### src/rtl/usb_pkt_rx_if.sv
// Purpose: bit-stream input and decoded-packet output bundle of the USB packet receiver.
// Ports (signals):
//   bit_in, bit_en, eop      serial input side (driven by the line front end)
//   rx_busy                  decoder is not hunting for SYNC
//   pkt_valid                one-cycle pulse qualifying all pkt_* and err_*
//   pkt_kind/pid/addr/endp   decoded packet header fields
//   pkt_data, data_len       DATA payload (byte0 in [7:0]) and its byte count
//   err_pid/err_crc/err_len  packet error flags
// Modports: master = bit-stream source / packet consumer, slave = decoder.
interface usb_pkt_rx_if #(
    parameter int unsigned DATA_BYTES = 8
);
    localparam int unsigned LEN_W = $clog2(DATA_BYTES + 1);

    logic                    bit_in;
    logic                    bit_en;
    logic                    eop;
    logic                    rx_busy;
    logic                    pkt_valid;
    logic [1:0]              pkt_kind;
    logic [3:0]              pkt_pid;
    logic [6:0]              pkt_addr;
    logic [3:0]              pkt_endp;
    logic [DATA_BYTES*8-1:0] pkt_data;
    logic [LEN_W-1:0]        data_len;
    logic                    err_pid;
    logic                    err_crc;
    logic                    err_len;

    modport master (
        output bit_in, bit_en, eop,
        input  rx_busy, pkt_valid, pkt_kind, pkt_pid, pkt_addr, pkt_endp,
               pkt_data, data_len, err_pid, err_crc, err_len
    );

    modport slave (
        input  bit_in, bit_en, eop,
        output rx_busy, pkt_valid, pkt_kind, pkt_pid, pkt_addr, pkt_endp,
               pkt_data, data_len, err_pid, err_crc, err_len
    );
endinterface

### src/rtl/usb_pkt_rx.sv
// Purpose: serial-to-packet decoder. Hunts SYNC in the de-stuffed bit stream,
// validates the PID, captures token fields or DATA payload, checks CRC5/CRC16
// by residue and emits one registered packet per pkt_valid pulse.
// Ports:
//   clk     clock
//   rst_b   asynchronous active-low reset
//   io_rx   usb_pkt_rx_if slave: bit_in/bit_en/eop in, decoded packet out
module usb_pkt_rx #(
    parameter int unsigned DATA_BYTES = 8,
    parameter logic [7:0]  SYNC_PAT   = 8'b0000_0001
) (
    input  logic        clk,
    input  logic        rst_b,
    usb_pkt_rx_if.slave io_rx
);
    localparam int unsigned BUF_W = DATA_BYTES * 8 + 16;
    localparam int unsigned CNT_W = $clog2(BUF_W + 2);
    localparam int unsigned LEN_W = $clog2(DATA_BYTES + 1);
    localparam int unsigned DAT_W = DATA_BYTES * 8;
    localparam logic [CNT_W-1:0] CNT_MAX = '1;

    localparam logic [2:0] ST_HUNT  = 3'd0;
    localparam logic [2:0] ST_PID   = 3'd1;
    localparam logic [2:0] ST_TOKEN = 3'd2;
    localparam logic [2:0] ST_DATA  = 3'd3;
    localparam logic [2:0] ST_HS    = 3'd4;
    localparam logic [2:0] ST_DRAIN = 3'd5;

    // One LFSR step: preset-all-ones CRC, bits fed in arrival order.
    function automatic logic [4:0] crc5_step(input logic [4:0] c, input logic b);
        return {c[3:0], 1'b0} ^ (((b ^ c[4]) == 1'b1) ? 5'b00101 : 5'b00000);
    endfunction

    function automatic logic [15:0] crc16_step(input logic [15:0] c, input logic b);
        return {c[14:0], 1'b0} ^ (((b ^ c[15]) == 1'b1) ? 16'h8005 : 16'h0000);
    endfunction

    logic [2:0]       r_state, w_state_nxt;
    logic [7:0]       r_shift, w_shift_nxt;
    logic [CNT_W-1:0] r_cnt, w_cnt_nxt;
    logic [4:0]       r_crc5, w_crc5_nxt;
    logic [15:0]      r_crc16, w_crc16_nxt;
    logic [BUF_W-1:0] r_buf, w_buf_nxt;
    logic             r_lerr, w_lerr_nxt;
    logic [3:0]       r_pid, w_pid_nxt;

    logic             r_busy, r_valid, r_epid, r_ecrc, r_elen;
    logic [1:0]       r_kind;
    logic [3:0]       r_opid;
    logic [6:0]       r_addr;
    logic [3:0]       r_endp;
    logic [DAT_W-1:0] r_data;
    logic [LEN_W-1:0] r_dlen;

    logic             w_bit_v, w_emit, w_epid, w_ecrc, w_elen;
    logic [1:0]       w_kind;
    logic [3:0]       w_opid;
    logic [6:0]       w_addr;
    logic [3:0]       w_endp;
    logic [LEN_W-1:0] w_dlen;
    logic [7:0]       w_hunt, w_pid_byte;
    logic [CNT_W-1:0] w_cnt_inc, w_nm16;
    logic [BUF_W-1:0] w_buf_wr;

    // Next-state, datapath and packet-result logic.
    always_comb begin
        w_state_nxt = r_state;
        w_shift_nxt = r_shift;
        w_cnt_nxt   = r_cnt;
        w_crc5_nxt  = r_crc5;
        w_crc16_nxt = r_crc16;
        w_buf_nxt   = r_buf;
        w_lerr_nxt  = r_lerr;
        w_pid_nxt   = r_pid;
        w_emit      = 1'b0;
        w_kind      = 2'b00;
        w_opid      = r_pid;
        w_addr      = 7'h00;
        w_endp      = 4'h0;
        w_dlen      = '0;
        w_epid      = 1'b0;
        w_ecrc      = 1'b0;
        w_elen      = 1'b0;

        // eop wins over a coincident bit
        w_bit_v    = io_rx.bit_en & ~io_rx.eop;
        w_hunt     = {r_shift[6:0], io_rx.bit_in};
        w_pid_byte = {io_rx.bit_in, r_shift[7:1]};
        w_cnt_inc  = (r_cnt == CNT_MAX) ? r_cnt : r_cnt + CNT_W'(1);
        w_nm16     = r_cnt - CNT_W'(16);
        w_buf_wr   = (r_buf & ~(BUF_W'(1'b1) << r_cnt)) | (BUF_W'(io_rx.bit_in) << r_cnt);

        case (r_state)
            ST_HUNT: begin
                if (w_bit_v) begin
                    w_shift_nxt = w_hunt;
                    if (w_hunt == SYNC_PAT) begin
                        w_state_nxt = ST_PID;
                        w_shift_nxt = 8'h00;
                        w_cnt_nxt   = '0;
                    end
                end
            end
            ST_PID: begin
                if (io_rx.eop) begin
                    w_emit = 1'b1;
                    w_elen = 1'b1;
                    w_opid = 4'h0;
                end else if (w_bit_v) begin
                    w_shift_nxt = w_pid_byte;
                    w_cnt_nxt   = w_cnt_inc;
                    if (r_cnt == CNT_W'(7)) begin
                        w_pid_nxt   = w_pid_byte[3:0];
                        w_cnt_nxt   = '0;
                        w_crc5_nxt  = 5'h1F;
                        w_crc16_nxt = 16'hFFFF;
                        w_lerr_nxt  = 1'b0;
                        if ((w_pid_byte[7:4] != ~w_pid_byte[3:0]) || (w_pid_byte[1:0] == 2'b00)) begin
                            w_state_nxt = ST_DRAIN;
                        end else begin
                            case (w_pid_byte[1:0])
                                2'b01:   w_state_nxt = ST_TOKEN;
                                2'b11:   w_state_nxt = ST_DATA;
                                default: w_state_nxt = ST_HS;
                            endcase
                        end
                    end
                end
            end
            ST_TOKEN: begin
                if (io_rx.eop) begin
                    w_emit = 1'b1;
                    w_kind = 2'b01;
                    w_addr = r_buf[6:0];
                    w_endp = r_buf[10:7];
                    w_elen = (r_cnt != CNT_W'(16));
                    w_ecrc = !w_elen && (r_crc5 != 5'b01100);
                end else if (w_bit_v) begin
                    if (r_cnt < CNT_W'(BUF_W)) w_buf_nxt = w_buf_wr;
                    w_crc5_nxt = crc5_step(r_crc5, io_rx.bit_in);
                    w_cnt_nxt  = w_cnt_inc;
                end
            end
            ST_DATA: begin
                if (io_rx.eop) begin
                    w_emit = 1'b1;
                    w_kind = 2'b11;
                    w_elen = r_lerr || (r_cnt < CNT_W'(16)) || (r_cnt[2:0] != 3'b000)
                             || (r_cnt > CNT_W'(BUF_W));
                    w_dlen = w_elen ? '0 : LEN_W'(w_nm16 >> 3);
                    w_ecrc = !w_elen && (r_crc16 != 16'h800D);
                end else if (w_bit_v) begin
                    if (r_cnt < CNT_W'(BUF_W)) w_buf_nxt = w_buf_wr;
                    else                       w_lerr_nxt = 1'b1;
                    w_crc16_nxt = crc16_step(r_crc16, io_rx.bit_in);
                    w_cnt_nxt   = w_cnt_inc;
                end
            end
            ST_HS: begin
                if (io_rx.eop) begin
                    w_emit = 1'b1;
                    w_kind = 2'b10;
                    w_elen = r_lerr;
                end else if (w_bit_v) begin
                    w_lerr_nxt = 1'b1;
                end
            end
            ST_DRAIN: begin
                // only reached on a PID failure
                if (io_rx.eop) begin
                    w_emit = 1'b1;
                    w_epid = 1'b1;
                end
            end
            default: w_state_nxt = ST_HUNT;
        endcase

        // Back to HUNT; all-ones history forces a full SYNC before the next match.
        if (w_emit) begin
            w_state_nxt = ST_HUNT;
            w_shift_nxt = 8'hFF;
        end
    end

    // State, datapath and registered packet outputs.
    always_ff @(posedge clk or negedge rst_b) begin
        if (!rst_b) begin
            r_state <= ST_HUNT;
            r_shift <= '0;
            r_cnt   <= '0;
            r_crc5  <= '0;
            r_crc16 <= '0;
            r_buf   <= '0;
            r_lerr  <= 1'b0;
            r_pid   <= '0;
            r_busy  <= 1'b0;
            r_valid <= 1'b0;
            r_kind  <= '0;
            r_opid  <= '0;
            r_addr  <= '0;
            r_endp  <= '0;
            r_data  <= '0;
            r_dlen  <= '0;
            r_epid  <= 1'b0;
            r_ecrc  <= 1'b0;
            r_elen  <= 1'b0;
        end else begin
            r_state <= w_state_nxt;
            r_shift <= w_shift_nxt;
            r_cnt   <= w_cnt_nxt;
            r_crc5  <= w_crc5_nxt;
            r_crc16 <= w_crc16_nxt;
            r_buf   <= w_buf_nxt;
            r_lerr  <= w_lerr_nxt;
            r_pid   <= w_pid_nxt;
            r_busy  <= (w_state_nxt != ST_HUNT);
            r_valid <= w_emit;
            if (w_emit) begin
                r_kind <= w_kind;
                r_opid <= w_opid;
                r_addr <= w_addr;
                r_endp <= w_endp;
                r_data <= r_buf[DAT_W-1:0];
                r_dlen <= w_dlen;
                r_epid <= w_epid;
                r_ecrc <= w_ecrc;
                r_elen <= w_elen;
            end
        end
    end

    assign io_rx.rx_busy   = r_busy;
    assign io_rx.pkt_valid = r_valid;
    assign io_rx.pkt_kind  = r_kind;
    assign io_rx.pkt_pid   = r_opid;
    assign io_rx.pkt_addr  = r_addr;
    assign io_rx.pkt_endp  = r_endp;
    assign io_rx.pkt_data  = r_data;
    assign io_rx.data_len  = r_dlen;
    assign io_rx.err_pid   = r_epid;
    assign io_rx.err_crc   = r_ecrc;
    assign io_rx.err_len   = r_elen;
endmodule
### src/flat_wrapper.sv
// flat-port wrapper written by rule: the top's interface ports become plain ports
module usb_pkt_rx_flat 
#(
    parameter int unsigned DATA_BYTES = 8,
    parameter logic [7:0]  SYNC_PAT   = 8'b0000_0001
)
  (clk, rst_b, io_rx_bit_in, io_rx_bit_en, io_rx_eop, io_rx_rx_busy, io_rx_pkt_valid, io_rx_pkt_kind, io_rx_pkt_pid, io_rx_pkt_addr, io_rx_pkt_endp, io_rx_pkt_data, io_rx_data_len, io_rx_err_pid, io_rx_err_crc, io_rx_err_len);
  usb_pkt_rx_if #(.DATA_BYTES(DATA_BYTES)) io_rx_i ();
  input  logic clk;
  input  logic rst_b;
  input wire logic [$bits(io_rx_i.bit_in)-1:0] io_rx_bit_in;
  input wire logic [$bits(io_rx_i.bit_en)-1:0] io_rx_bit_en;
  input wire logic [$bits(io_rx_i.eop)-1:0] io_rx_eop;
  output wire logic [$bits(io_rx_i.rx_busy)-1:0] io_rx_rx_busy;
  output wire logic [$bits(io_rx_i.pkt_valid)-1:0] io_rx_pkt_valid;
  output wire logic [$bits(io_rx_i.pkt_kind)-1:0] io_rx_pkt_kind;
  output wire logic [$bits(io_rx_i.pkt_pid)-1:0] io_rx_pkt_pid;
  output wire logic [$bits(io_rx_i.pkt_addr)-1:0] io_rx_pkt_addr;
  output wire logic [$bits(io_rx_i.pkt_endp)-1:0] io_rx_pkt_endp;
  output wire logic [$bits(io_rx_i.pkt_data)-1:0] io_rx_pkt_data;
  output wire logic [$bits(io_rx_i.data_len)-1:0] io_rx_data_len;
  output wire logic [$bits(io_rx_i.err_pid)-1:0] io_rx_err_pid;
  output wire logic [$bits(io_rx_i.err_crc)-1:0] io_rx_err_crc;
  output wire logic [$bits(io_rx_i.err_len)-1:0] io_rx_err_len;
  assign io_rx_i.bit_in = io_rx_bit_in;
  assign io_rx_i.bit_en = io_rx_bit_en;
  assign io_rx_i.eop = io_rx_eop;
  assign io_rx_rx_busy = io_rx_i.rx_busy;
  assign io_rx_pkt_valid = io_rx_i.pkt_valid;
  assign io_rx_pkt_kind = io_rx_i.pkt_kind;
  assign io_rx_pkt_pid = io_rx_i.pkt_pid;
  assign io_rx_pkt_addr = io_rx_i.pkt_addr;
  assign io_rx_pkt_endp = io_rx_i.pkt_endp;
  assign io_rx_pkt_data = io_rx_i.pkt_data;
  assign io_rx_data_len = io_rx_i.data_len;
  assign io_rx_err_pid = io_rx_i.err_pid;
  assign io_rx_err_crc = io_rx_i.err_crc;
  assign io_rx_err_len = io_rx_i.err_len;
  usb_pkt_rx #(.DATA_BYTES(DATA_BYTES), .SYNC_PAT(SYNC_PAT)) u_core (.clk(clk), .rst_b(rst_b), .io_rx(io_rx_i));
endmodule
### config.mk
export PLATFORM = sky130hd
export DESIGN_NAME = usb_pkt_rx_flat
export DESIGN_NICKNAME = d
export VERILOG_FILES = /design/src/rtl/usb_pkt_rx_if.sv /design/src/rtl/usb_pkt_rx.sv /design/src/flat_wrapper.sv
export SDC_FILE = /design/constraint.sdc
export NUM_CORES = 1
export LEC_CHECK = 0
export ABC_CLOCK_PERIOD_IN_PS = 1800
export BUFFER_PORTS_ARGS = -buffer_cell sky130_fd_sc_hd__buf_2
export CAP_MARGIN = 10
export CORE_UTILIZATION = 40
export DETAILED_ROUTE_END_ITERATION = 8
export PLACE_DENSITY_LB_ADDON = 0.12
export SLEW_MARGIN = 15
export SYNTH_ARGS = -nofsm -noshare
export SYNTH_HDL_FRONTEND = slang
export SYNTH_SLANG_ARGS = --single-unit
### constraint.sdc
create_clock -name clk -period 1.8 [get_ports clk]
set_input_delay 0.09 -clock clk [delete_from_list [all_inputs] [get_ports clk]]
set_output_delay 0.09 -clock clk [all_outputs]
set_load 0.05 [all_outputs]
# Word level (Yosys, flattened, before mapping)
# Index checks and enable logic that the tools add are counted.
# word_totals
ff_bits	214
in_bits	5
out_inout_bits	90
wordCells	164
# op_classes
add_sub_neg	2
n_lt_le_gt_ge	3
eq_ne	31
shifts	2
mux	70
bitwise_logic	10
n_reduce_logical	27
# op_table
cell	n
$mux 16	6
$and 80x80->80	1
$not 80->80	1
$or 80x80->80	1
$shl 1x7->80	1
$shl 1x7->80 const A	1
$mux 7	10
$mux 8	5
$pmux 16 s2	1
$mux 4	7
$mux 5	5
$mux 3	8
$pmux 7 s3	1
$mux 1	17
$ne 16x16->1 const B	1
$ne 2x1->1 const B	8
$pmux 8 s2	1
$xor 16x16->16	1
$reduce_bool 3->1	5
$ne 2x2->1 const B	6
$reduce_and 4->1	3
$reduce_and 6->1	2
$pmux 5 s2	1
$pmux 3 s3	1
40 further kinds	51

# Depth between registers and ports, before layout
# Gate-level depths: netlist of run 1.
# logic_depth
ltp_word	10
depth_mapped	9
depth_no_buf	7

# Worst setup path after synthesis of run 1
# No wires, ideal clock.
# synth_timing
path_kind	register to register
startpoint	register u_core.r_cnt[4]
endpoint	register u_core.r_pid[0]
arrival_ps	1866
required_time_ps	1675
path_slack_ps	-191
path_stages_with_launch	8
path_buffers	2
cell_sequence	dfrtp_1 buf_2 clkinv_1 ha_1 nor4b_2 and3_1 buf_2 mux2_2
# synth_between
elab_chain_len	2
# synth_lines
item	line	source
from (decl)	usb_pkt_rx.sv:40	logic [CNT_W-1:0] r_cnt, w_cnt_nxt;
from (signal assigned)	usb_pkt_rx.sv:210	r_cnt <= w_cnt_nxt;
$eq 7x3->1	usb_pkt_rx.sv:112	if (r_cnt == CNT_W'(7)) begin
$reduce_and 4->1 (no line)	--	
to (signal assigned)	usb_pkt_rx.sv:215	r_pid <= w_pid_nxt;
to (decl)	usb_pkt_rx.sv:45	logic [3:0] r_pid, w_pid_nxt;
# Every way passes these cells.
# A chain may end at the register's enable or synchronous reset.

# Final worst setup path of run 1
# layout_timing
startpoint	register u_core.r_shift[3]
endpoint	register u_core.r_busy (netlist: u_core.io_rx.rx_busy)
# layout_between
elab_chain_len	10
word_cells_on_any_way	13
classes_between	2 x eq/ne; 8 x mux; 1 x bitwise; 2 x reduce/logical
# layout_lines
item	line	source
from (decl)	usb_pkt_rx.sv:39	logic [7:0] r_shift, w_shift_nxt;
from (signal assigned)	usb_pkt_rx.sv:209	r_shift <= w_shift_nxt;
$not 4->4	usb_pkt_rx.sv:118	if ((w_pid_byte[7:4] != ~w_pid_byte[3:0]) || (w_pid_byte[1:0] == 2'b00)) begin
$ne 4x4->1	usb_pkt_rx.sv:118	
$logic_or 1x1->1	usb_pkt_rx.sv:118	
$mux 3	usb_pkt_rx.sv:118	
$mux 3	usb_pkt_rx.sv:112	
$mux 3	usb_pkt_rx.sv:109	end else if (w_bit_v) begin
$mux 3	usb_pkt_rx.sv:105	if (io_rx.eop) begin
$pmux 3 s3 (*)	usb_pkt_rx.sv:93	case (r_state)
$mux 3 (*)	usb_pkt_rx.sv:179	if (w_emit) begin
via u_core.w_state_nxt[0]	usb_pkt_rx.sv:38	logic [2:0] r_state, w_state_nxt;
$reduce_bool 3->1 (*)	usb_pkt_rx.sv:216	r_busy <= (w_state_nxt != ST_HUNT);
to (signal assigned)	usb_pkt_rx.sv:216	
to (decl)	usb_pkt_rx.sv:47	logic r_busy, r_valid, r_epid, r_ecrc, r_elen;
# Mark *: on every way through the listed nets, which the timed path passes. The rest lies on a longest branch.

==> results.json, run 1 <==
{
  "outcome": "finished, final reports clean",
  "internal-power_mw": 6.93,
  "crit_start": "u_core.r_shift[3]",
  "antenna_cells": 0,
  "syn_inst": 849,
  "clkSinkCount": 198,
  "syn-cell-area_mm2": 0.00833,
  "core_mm2": 0.0203,
  "worst_slack_ns": 0.0198,
  "fin_crit_sh_pct": 98.9,
  "r2r-end": "u_core.io_rx.rx_busy",
  "seqPwrFrac_pct": 50.1,
  "fin_nets": 1015,
  "layout_common_cells": "nand2_1, dfrtp_1, o21ai_0",
  "grt_pass1_wl_mm": 34.3,
  "pwr-share-clk_pct": 42.9,
  "rsz0062_at_grt": "yes",
  "port_buffers": 94,
  "syn_nets": 864,
  "comb_power_share_pct": 7.1,
  "synthArstFlopShare_pct": 100,
  "die_w_um": 146,
  "slew_violations": 0,
  "syn_avg_cell_area_um2": 9.81,
  "drive_gt1_share_pct": 26.1,
  "start_util_pct": 41.0,
  "synthFlopType": "dfrtp_1",
  "final_antenna_net_count": 0,
  "fin_skew_ns": 0.0132,
  "fin_crit_ns": 1.78,
  "timing.slew.headroom_pct": 55.8,
  "synth_edf_count": 0,
  "crit_arrival_ns": 2.10,
  "cts.clk_slew.worst_paths_ns": 0.07,
  "grt_max_degree": 66,
  "fmax_ghz": 0.562,
  "ys_ff_latch": 198,
  "whs_ns": 0.107,
  "crit_end": "u_core.io_rx.rx_busy",
  "reg2reg_from": "u_core.r_shift[3]",
  "gr-total-overflow": 0,
  "worst_pin_slew_ns": 0.663,
  "synth_warnings": 0,
  "dp_cells": 1243,
  "power_leakage_nw": 5.39,
  "finalWirelength_mm": 21.9,
  "grt_pass1_vias": 6291,
  "cts_buffer_depth": 2,
  "wl_per_cell_um": 17.1,
  "worstPathMaxFanout": 4,
  "core.rowCount": 52,
  "die_h_um": 146,
  "io_pins": 95,
  "antenna_found_initial": 0,
  "htreeDepth": 4,
  "p_per_area_mw_per_mm2": 870,
  "final_common_cell": "nand2_1",
  "ys_types": 55,
  "first_iter_violations": 468,
  "r2r_cells": 6,
  "dpl_worst_slack_ns": -0.194,
  "drt-vias-per-instance": 5.15,
  "first_pass_iters": 5,
  "hp-class": "in2reg",
  "cap_viol_max_count": 0,
  "place_congestion": 0.835,
  "cts_tree": "built",
  "ys_seq_area_share_pct": 59.5,
  "peakVddDrop_uv": 600,
  "cp-end-kind": "register",
  "critPathKind": "reg2reg",
  "grt.total_usage_pct": 20.5,
  "cts_root_buf": "clkbuf_16",
  "startpoint_type": "register",
  "dieArea_mm2": 0.0214,
  "vias": 6610,
  "p_sw_mw": 2.28,
  "final_cells": 1283,
  "netSwitchingFraction_pct": 24.7,
  "setup_viol": 0,
  "drc": 0,
  "cts-buffers-inserted": 17,
  "final_hold_viol_count": 0,
  "setup.reg_to_reg.worst_slack_ns": 0.02,
  "cp.required_ns": 2.12,
  "place_hpwl_mm": 14.8,
  "clock_latency_ns": 0.44,
  "area_growth_pct": 27.1
}
[final cells by class]
| cell class | count | area [µm²] |
|---|---|---|
| Tap cell | 270 | 338 |
| Clock buffer | 17 | 425 |
| Timing Repair Buffer | 174 | 1230 |
| Multi-Input combinational cell | 594 | 3390 |
| Fill cell | 1904 | 9710 |
| Clock inverter | 15 | 186 |
| Inverter | 15 | 63.8 |
| Sequential cell | 198 | 4960 |
[state kept, by name, indices dropped and copies added (netlist names), 5 cells and up]
signal / cells
u_core.r_crc5: 5
u_core.r_cnt: 7
u_core.r_buf: 64
u_core.r_shift: 8
u_core.r_crc16: 16
u_core.io_rx.pkt_addr: 7
u_core.io_rx.pkt_data: 64
[timing repair]
item	CTS	global route
hold buffers	1	0
endpoints found under the hold margin	54	0
gates resized for setup	5	61
cloned	0	2
pin swaps	3	18
endpoints found under the setup margin	75	114
setup buffers	2	3
[synthesized netlist by cell type (all sizes together) (10+ instances only)]
| master | n | area share (%) |
|---|---|---|
| nand2 | 245 | 11 |
| dfrtp | 198 | 59 |
| o21ai | 142 | 8.6 |
| nor2 | 36 | 1.7 |
| buf | 24 | 1.4 |
| nand3 | 19 | 1.1 |
| clkbuf | 18 | 0.81 |
| o22a | 16 | 1.7 |
| a21oi | 15 | 0.95 |
| inv | 13 | 0.59 |
| a22o | 11 | 1.2 |
| ha | 10 | 1.5 |
| xnor2 | 10 | 1.1 |
[per-stage QoR]
stage / area [µm²] / setup TNS (ns) / utilization (%) / total power [mW]
5_1_grt: 10600 / -0.490 / 52.2 / 9.54
3_5_place_dp: 9650 / -5.51 / 47.5 / 5.27
6_report: 10600 / 0 / 52.2 / 9.21
4_1_cts: 10300 / -0.118 / 50.7 / 9.22
3_3_place_gp: 9650 / -1.05 / 47.5 / 5.27
2_1_floorplan: 8380 / 0 / - / 4.96
[logic make-up (layout without fill, tap and decap cells)]
| group | count (synthesis) | count (layout) | synth area share [%] |
|---|---|---|---|
| simple gates | 343 | 343 | 17.5 |
| compound gates | 215 | 215 | 15.6 |
| flops | 198 | 198 | 59.5 |
| buf+inv | 57 | 221 | 2.90 |
| xor+xnor | 13 | 13 | 1.37 |
| mux | 13 | 13 | 1.64 |
| fa+ha+maj | 10 | 10 | 1.50 |
[power groups by stage]
stage / Clock, mW / Combinational [mW] / Sequential (mW)
floorplan: 0 / 0.260 / 4.70
global placement: 0 / 0.582 / 4.69
detailed placement: 0 / 0.584 / 4.69
CTS: 4.02 / 0.597 / 4.60
global route: 4.20 / 0.713 / 4.62
finish: 3.95 / 0.652 / 4.61
[layer usage]
| layer | share of wire (%) | vias up | routed length, µm | GRT usage [%] |
|---|---|---|---|---|
| met2 | 47 | 139 | 10400 | 31.4 |
| met1 | 47 | 3244 | 10400 | 29.7 |
| li1 | - | 3208 | - | - |
| met5 | 0 | - | 0 | 0 |
| met4 | 1.8 | 0 | 386 | 6.67 |
| met3 | 3.4 | 19 | 755 | 3.38 |
[critical path: stages, from the launching register on]
cell and delay [ns]:
dfrtp_1 0.39, buf_6 0.14, xnor2_4 0.13, nor4_4 0.34
nand3_2 0.13, a32o_2 0.28, a211o_1 0.26
[worst min-delay path by stage]
| stage | startpoint | end | cells after the start |
|---|---|---|---|
| 6_report | io_rx_bit_in | u_core.r_shift[7] | 3 |
| 5_1_grt | io_rx_bit_in | u_core.r_shift[7] | 3 |
| 4_1_cts | io_rx_bit_in | u_core.r_shift[7] | 3 |
| 3_5_place_dp | rst_b | u_core.io_rx.pkt_data[42] | 1 |
| 3_3_place_gp | rst_b | u_core.io_rx.pkt_data[42] | 1 |
| 2_1_floorplan | rst_b | u_core.io_rx.data_len[0] | 0 |
(Power assumes the default switching activity.)
==> inputs of run 2 (changes only) <==
--- a/config.mk
+++ b/config.mk
@@ -8,6 +8,7 @@
 export ABC_CLOCK_PERIOD_IN_PS = 1800
 export BUFFER_PORTS_ARGS = -buffer_cell sky130_fd_sc_hd__buf_2
 export CAP_MARGIN = 10
+export CORE_MARGIN = 3
 export CORE_UTILIZATION = 40
 export DETAILED_ROUTE_END_ITERATION = 8
 export PLACE_DENSITY_LB_ADDON = 0.12
==> run 2 against run 1 <==
  * Sequential share of layout area decreased by 0.24 points
  * Clock skew grew 0.0014 ns
  * Die area grew 5.5%
  * Cell count up 0.47%
  * Utilization rose by 0.11 points
  * Sequential cell count unchanged
  * Setup slack got worse by 0.015 ns
  * Register-to-register slack about the same
  * Critical endpoint unchanged
==> results.json, run 2 (same netlist as run 1, synthesis figures left out) <==
{
  "outcome": "finished, final reports clean",
  "die_h_um": 150,
  "global_route.usage.met2_pct": 31.1,
  "cts.clk_slew.worst_paths_ns": 0.07,
  "grt_pass1_vias": 6435,
  "clkSinkCount": 198,
  "peakVddDrop_uv": 560,
  "first_iter_violations": 361,
  "worst_path_max_delay_cell": "dlygate4sd3_1",
  "hp-class": "in2reg",
  "fillers": 1935,
  "core.rowCount": 52,
  "final_hold_viol_count": 0,
  "top_usage_layer": "met2",
  "reg2reg_from": "u_core.r_state[2]",
  "final_common_cell": "nand2_1",
  "fmax_ghz": 0.557,
  "clock_latency_ns": 0.44,
  "crit_chain": "dlygate4sd3_1, buf_2, nand2b_1, nor4_4, nand3b_1, a21o_1, a211o_1",
  "critPathKind": "in2reg",
  "r2r-end": "u_core.io_rx.rx_busy",
  "pwr-share-clk_pct": 40.7,
  "internal-power_mw": 6.63,
  "crit_path_max_incr_delay_ns": 0.53,
  "antenna_cells": 0,
  "htreeDepth": 4,
  "cts_root_buf": "clkbuf_16",
  "seqPwrFrac_pct": 52.4,
  "cap_viol_max_count": 0,
  "antenna_found_initial": 0,
  "core_mm2": 0.0204,
  "drt-vias-per-instance": 5.14,
  "fin_crit_sh_pct": 99.7,
  "use_met1_pct": 28.2,
  "setup_viol": 0,
  "grt_pass1_wl_mm": 35.0,
  "start_util_pct": 40.9,
  "cp.required_ns": 2.13,
  "port_buffers": 94,
  "worst_pin_slew_ns": 0.550,
  "finalInstanceArea_mm2": 0.0106,
  "drive_gt1_share_pct": 27.3,
  "power_leakage_nw": 5.41,
  "path_delay_family": "simple AND/OR/NAND/NOR gates",
  "setup.reg_to_reg.worst_slack_ns": 0.02,
  "comb_power_share_pct": 7.0,
  "area_growth_pct": 27.8,
  "die_w_um": 150,
  "setup_tns_ns": 0,
  "fin_crit_ns": 1.79,
  "grt_max_degree": 60,
  "fin_skew_ns": 0.0146,
  "layout_common_cells": "nand2_1, dfrtp_1, buf_2",
  "whs_endpoint": "u_core.r_lerr",
  "cts_tree": "built",
  "io_pins": 95,
  "p_sw_mw": 2.18,
  "crit_start": "io_rx_eop",
  "wl_per_cell_um": 16.9,
  "detailed_place.area_mm2": 0.00966,
  "holdCritStartpoint": "io_rx_bit_en",
  "place_congestion": 0.820,
  "crit_arrival_ns": 2.12,
  "slew_violations": 0,
  "grt.total_usage_pct": 19.7,
  "place_hpwl_mm": 14.8,
  "vias": 6629,
  "final_antenna_net_count": 0,
  "cts_buffer_depth": 2,
  "p_per_area_mw_per_mm2": 827,
  "rsz0062_at_grt": "yes",
  "netSwitchingFraction_pct": 24.7,
  "fin_nets": 1021,
  "timing.slew.headroom_pct": 63.3,
  "gr-total-overflow": 0,
  "worst-path-buf-inv": 2,
  "finalWirelength_mm": 21.8,
  "drc": 0,
  "cts-buffers-inserted": 17,
  "startpoint_type": "input pin",
  "cp-end-kind": "register",
  "hold_depth": 3,
  "finalPower_mw": 8.80,
  "worstPathMaxFanout": 7,
  "gr-usage-met3_pct": 3.19,
  "first_pass_iters": 4,
  "dieArea_mm2": 0.0226,
  "r2r_cells": 7
}
==> run 2: changes by cell type in the layout (fill, tap and decap cells not counted), sizes merged <==
cell and delta:
bufinv -2, buf +6, clkinv -2, clkinvlp +2
dlygate4sd3 +1, clkbuf +2, inv -1
==> run 2: worst max path at each step <==
stage	slack [ns]	cells past startpoint	to
3_5_place_dp	-0.10	5	u_core.r_pid[2]
4_1_cts	-0.04	6	u_core.io_rx.rx_busy
6_report	0.005	7	u_core.io_rx.rx_busy
5_1_grt	-0.06	6	u_core.io_rx.rx_busy
2_1_floorplan	0.002	7	u_core.r_pid[0]
3_3_place_gp	-0.17	6	u_core.r_buf[58]
==> run 2: area by class of cell <==
type	count	area [µm²]	share of cell area [%]
flip-flops and latches	198	4960	46.6
multi-input cells	594	3460	32.5
repair buffers	180	1290	12.1
clock buffers	20	447	4.20
well taps	270	338	3.17
clock inverters	12	95.1	0.893
inverters	15	61.3	0.576
==> run 2: metrics by stage <==
| stage | util, % | worst slack [ns] | cells | hold WS [ns] |
|---|---|---|---|---|
| floorplan | - | 0.00192 | 849 | -0.206 |
| global placement | 47.5 | -0.174 | 1245 | 0.113 |
| detailed placement | 47.5 | -0.102 | 1245 | 0.112 |
| CTS | 50.6 | -0.0400 | 1281 | 0.0340 |
| global route | 52.3 | -0.0645 | 1289 | 0.0767 |
| finish | 52.3 | 0.00521 | 1289 | 0.0520 |
==> run 2: repair_timing <==
| action | 4_1_cts | 5_1_grt |
|---|---|---|
| setup endpoints to repair | 54 | 154 |
| pin swaps | 6 | 21 |
| setup buffers | 2 | 6 |
| gates cloned | 0 | 2 |
| hold endpoints to repair | 56 | 0 |
| hold buffers | 2 | 0 |
| gates resized for setup | 15 | 112 |
==> run 2: worst reg2reg max path, cell delays in order, from the launching register on <==
cell	delay (ns)
dfrtp_1	0.40
buf_4	0.15
buf_12	0.14
nor2b_1	0.16
o21ai_0	0.23
o41ai_2	0.12
a32o_2	0.24
a211o_1	0.22
==> run 2: power groups by stage <==
stage,Combinational [mW],Sequential (mW),Clock (mW)
floorplan,0.260,4.70,0
global placement,0.585,4.69,0
detailed placement,0.584,4.68,0
CTS,0.599,4.60,3.67
global route,0.678,4.63,3.88
finish,0.612,4.61,3.58
==> run 2: routing by layer <==
metal	vias up	share of wire (%)
met5	-	0
met4	0	1.4
met3	20	4.0
met2	134	47
met1	3241	47
li1	3234	-
==> inputs of run 3 (changes only) <==
--- a/config.mk
+++ b/config.mk
@@ -10,6 +10,7 @@
 export CAP_MARGIN = 10
 export CORE_MARGIN = 3
 export CORE_UTILIZATION = 40
+export CTS_BUF_LIST = sky130_fd_sc_hd__clkbuf_4 sky130_fd_sc_hd__clkbuf_8 sky130_fd_sc_hd__clkbuf_16
 export DETAILED_ROUTE_END_ITERATION = 8
 export PLACE_DENSITY_LB_ADDON = 0.12
 export SLEW_MARGIN = 15
==> run 3 against run 2 <==
  * The run now ends with setup timing left
  * Cell count increased by 0.16%
  * Routed wire length grew 0.60%
  * Setup slack got worse by 0.012 ns
  * Utilization about the same
  * Sequential cell count stayed put
  * Global-route usage is essentially flat
  * Worst hold slack improved by 0.0055 ns
  * Critical path type is now reg2reg
  * Highest routed layer unchanged
==> results.json, run 3 (same netlist as run 1, synthesis figures left out) <==
{
  "finalWirelength_mm": 22.0,
  "place_hpwl_mm": 14.8,
  "clkSinkCount": 198,
  "violations": "setup timing",
  "cts_buffer_depth": 2,
  "vias": 6618,
  "timing.slew.headroom_pct": 63.1,
  "die_w_um": 150,
  "setup_viol": 1,
  "p_per_area_mw_per_mm2": 829,
  "whs_ns": 0.0575,
  "crit_arrival_ns": 2.13,
  "crit_chain": "clkinv_4, ha_2, nor4b_4, nand3_1, a32o_2, a211o_1",
  "crit_start": "u_core.r_cnt[4]",
  "cp.required_ns": 2.12,
  "peakVddDrop_uv": 567,
  "dieArea_mm2": 0.0226,
  "critPathKind": "reg2reg",
  "wl_per_cell_um": 17.0,
  "cts-buffers-inserted": 17,
  "fmax_ghz": 0.553,
  "crit_end": "u_core.io_rx.rx_busy",
  "fin_skew_ns": 0.0107,
  "cap_viol_max_count": 0,
  "reg2reg_from": "u_core.r_cnt[4]",
  "drive_gt1_share_pct": 27.1,
  "worstPathMaxFanout": 5,
  "finalPower_mw": 8.83,
  "r2r_cells": 6,
  "final_antenna_net_count": 0,
  "setup.reg_to_reg.worst_slack_ns": -0.007,
  "power_leakage_nw": 5.42,
  "grt_pass1_vias": 6421,
  "cts.clk_slew.worst_paths_ns": 0.07,
  "cp-end-kind": "register",
  "cts_root_buf": "clkbuf_16",
  "worst_slack_ns": -0.00710,
  "layout_common_cells": "nand2_1, dfrtp_1, buf_2",
  "r2r-end": "u_core.io_rx.rx_busy",
  "first_iter_violations": 367,
  "final_common_cell": "nand2_1",
  "startpoint_type": "register",
  "cts_tree": "built",
  "hold_depth": 3,
  "port_buffers": 94,
  "worst_path_max_delay_cell": "dfrtp_2",
  "worst_pin_slew_ns": 0.553,
  "crit_path_max_incr_delay_ns": 0.45,
  "drc": 0,
  "drt-vias-per-instance": 5.13,
  "grt_pass1_wl_mm": 34.9,
  "fin_crit_ns": 1.81,
  "gr-total-overflow": 0,
  "slew_violations": 0,
  "core_mm2": 0.0204,
  "area_growth_pct": 27.8,
  "fin_nets": 1023,
  "clock_latency_ns": 0.44,
  "die_h_um": 150,
  "first_pass_iters": 5,
  "final_hold_viol_count": 0,
  "grt_max_degree": 60,
  "htreeDepth": 4,
  "place_congestion": 0.820,
  "core.rowCount": 52,
  "outcome": "complete, but fails checks",
  "fillers": 1931,
  "fin_crit_sh_pct": 100,
  "hp-class": "in2reg",
  "io_pins": 95,
  "grt.total_usage_pct": 19.7,
  "start_util_pct": 40.9,
  "antenna_found_initial": 0,
  "rsz0062_at_grt": "yes",
  "antenna_cells": 0
}
run 3: worst min-delay path by stage:
stage / from / endpoint / slack [ns]
detailed placement: rst_b / u_core.io_rx.pkt_data[42] / 0.11
global placement: rst_b / u_core.io_rx.pkt_data[42] / 0.11
finish: io_rx_bit_en / u_core.r_lerr / 0.06
CTS: io_rx_bit_en / u_core.r_lerr / 0.03
floorplan: rst_b / u_core.io_rx.data_len[0] / -0.21
global route: io_rx_bit_en / u_core.r_lerr / 0.07
run 3: metal layers:
| layer | up-vias | global-route usage (%) | wire (µm) |
|---|---|---|---|
| li1 | 3230 | - | - |
| met1 | 3245 | 28.2 | 10500 |
| met2 | 122 | 31.0 | 10400 |
| met3 | 21 | 3.55 | 794 |
| met4 | 0 | 5.44 | 289 |
| met5 | - | 0 | 0 |
run 3: power breakdown:
part / total [mW] / leakage, nW / internal [mW] / switching (mW)
clock network: 3.62 / 0.268 / 1.86 / 1.76
registers: 4.61 / 2.70 / 4.53 / 0.0796
logic: 0.601 / 2.44 / 0.261 / 0.340
total: 8.83 / 5.42 / 6.65 / 2.18
run 3: final cells by class:
cell class                      instances  area, µm²  share of cell area [%]
Sequential cell                       198       4960                    46.6
Tap cell                              270        338                    3.17
Inverter                               15       61.3                   0.576
Clock buffer                           20        454                    4.27
Clock inverter                         12       95.1                   0.893
Multi-Input combinational cell        594       3430                    32.2
Timing Repair Buffer                  182       1310                    12.3
run 3: metrics by stage:
step / worst slack [ns] / area (µm²) / setup TNS, ns / cells / utilization, %
global placement: -0.174 / 9660 / -5.44 / 1245 / 47.5
floorplan: 0.00192 / 8380 / 0 / 849 / -
detailed placement: -0.102 / 9660 / -2.42 / 1245 / 47.5
CTS: -0.0400 / 10300 / -0.0403 / 1281 / 50.6
global route: -0.0599 / 10600 / -0.897 / 1291 / 52.3
finish: -0.00710 / 10600 / -0.00710 / 1291 / 52.3
run 3: worst max-delay path: cells and delay by family, from the launching register on:
family	cells	cell delay, ns
adder cells (fa/ha/maj)	1	0.17
flip-flops	1	0.45
AO/OA/AOI/OAI	2	0.52
buffers and inverters	1	0.06
AND/OR/NAND/NOR	2	0.50
run 3: repair_timing:
action,CTS,global route
cloned,0,2
resized for setup,15,104
pin swaps,6,27
hold buffers,2,0
setup buffers,2,8
endpoints found under the setup margin,52,153
hold endpoints to repair,56,0
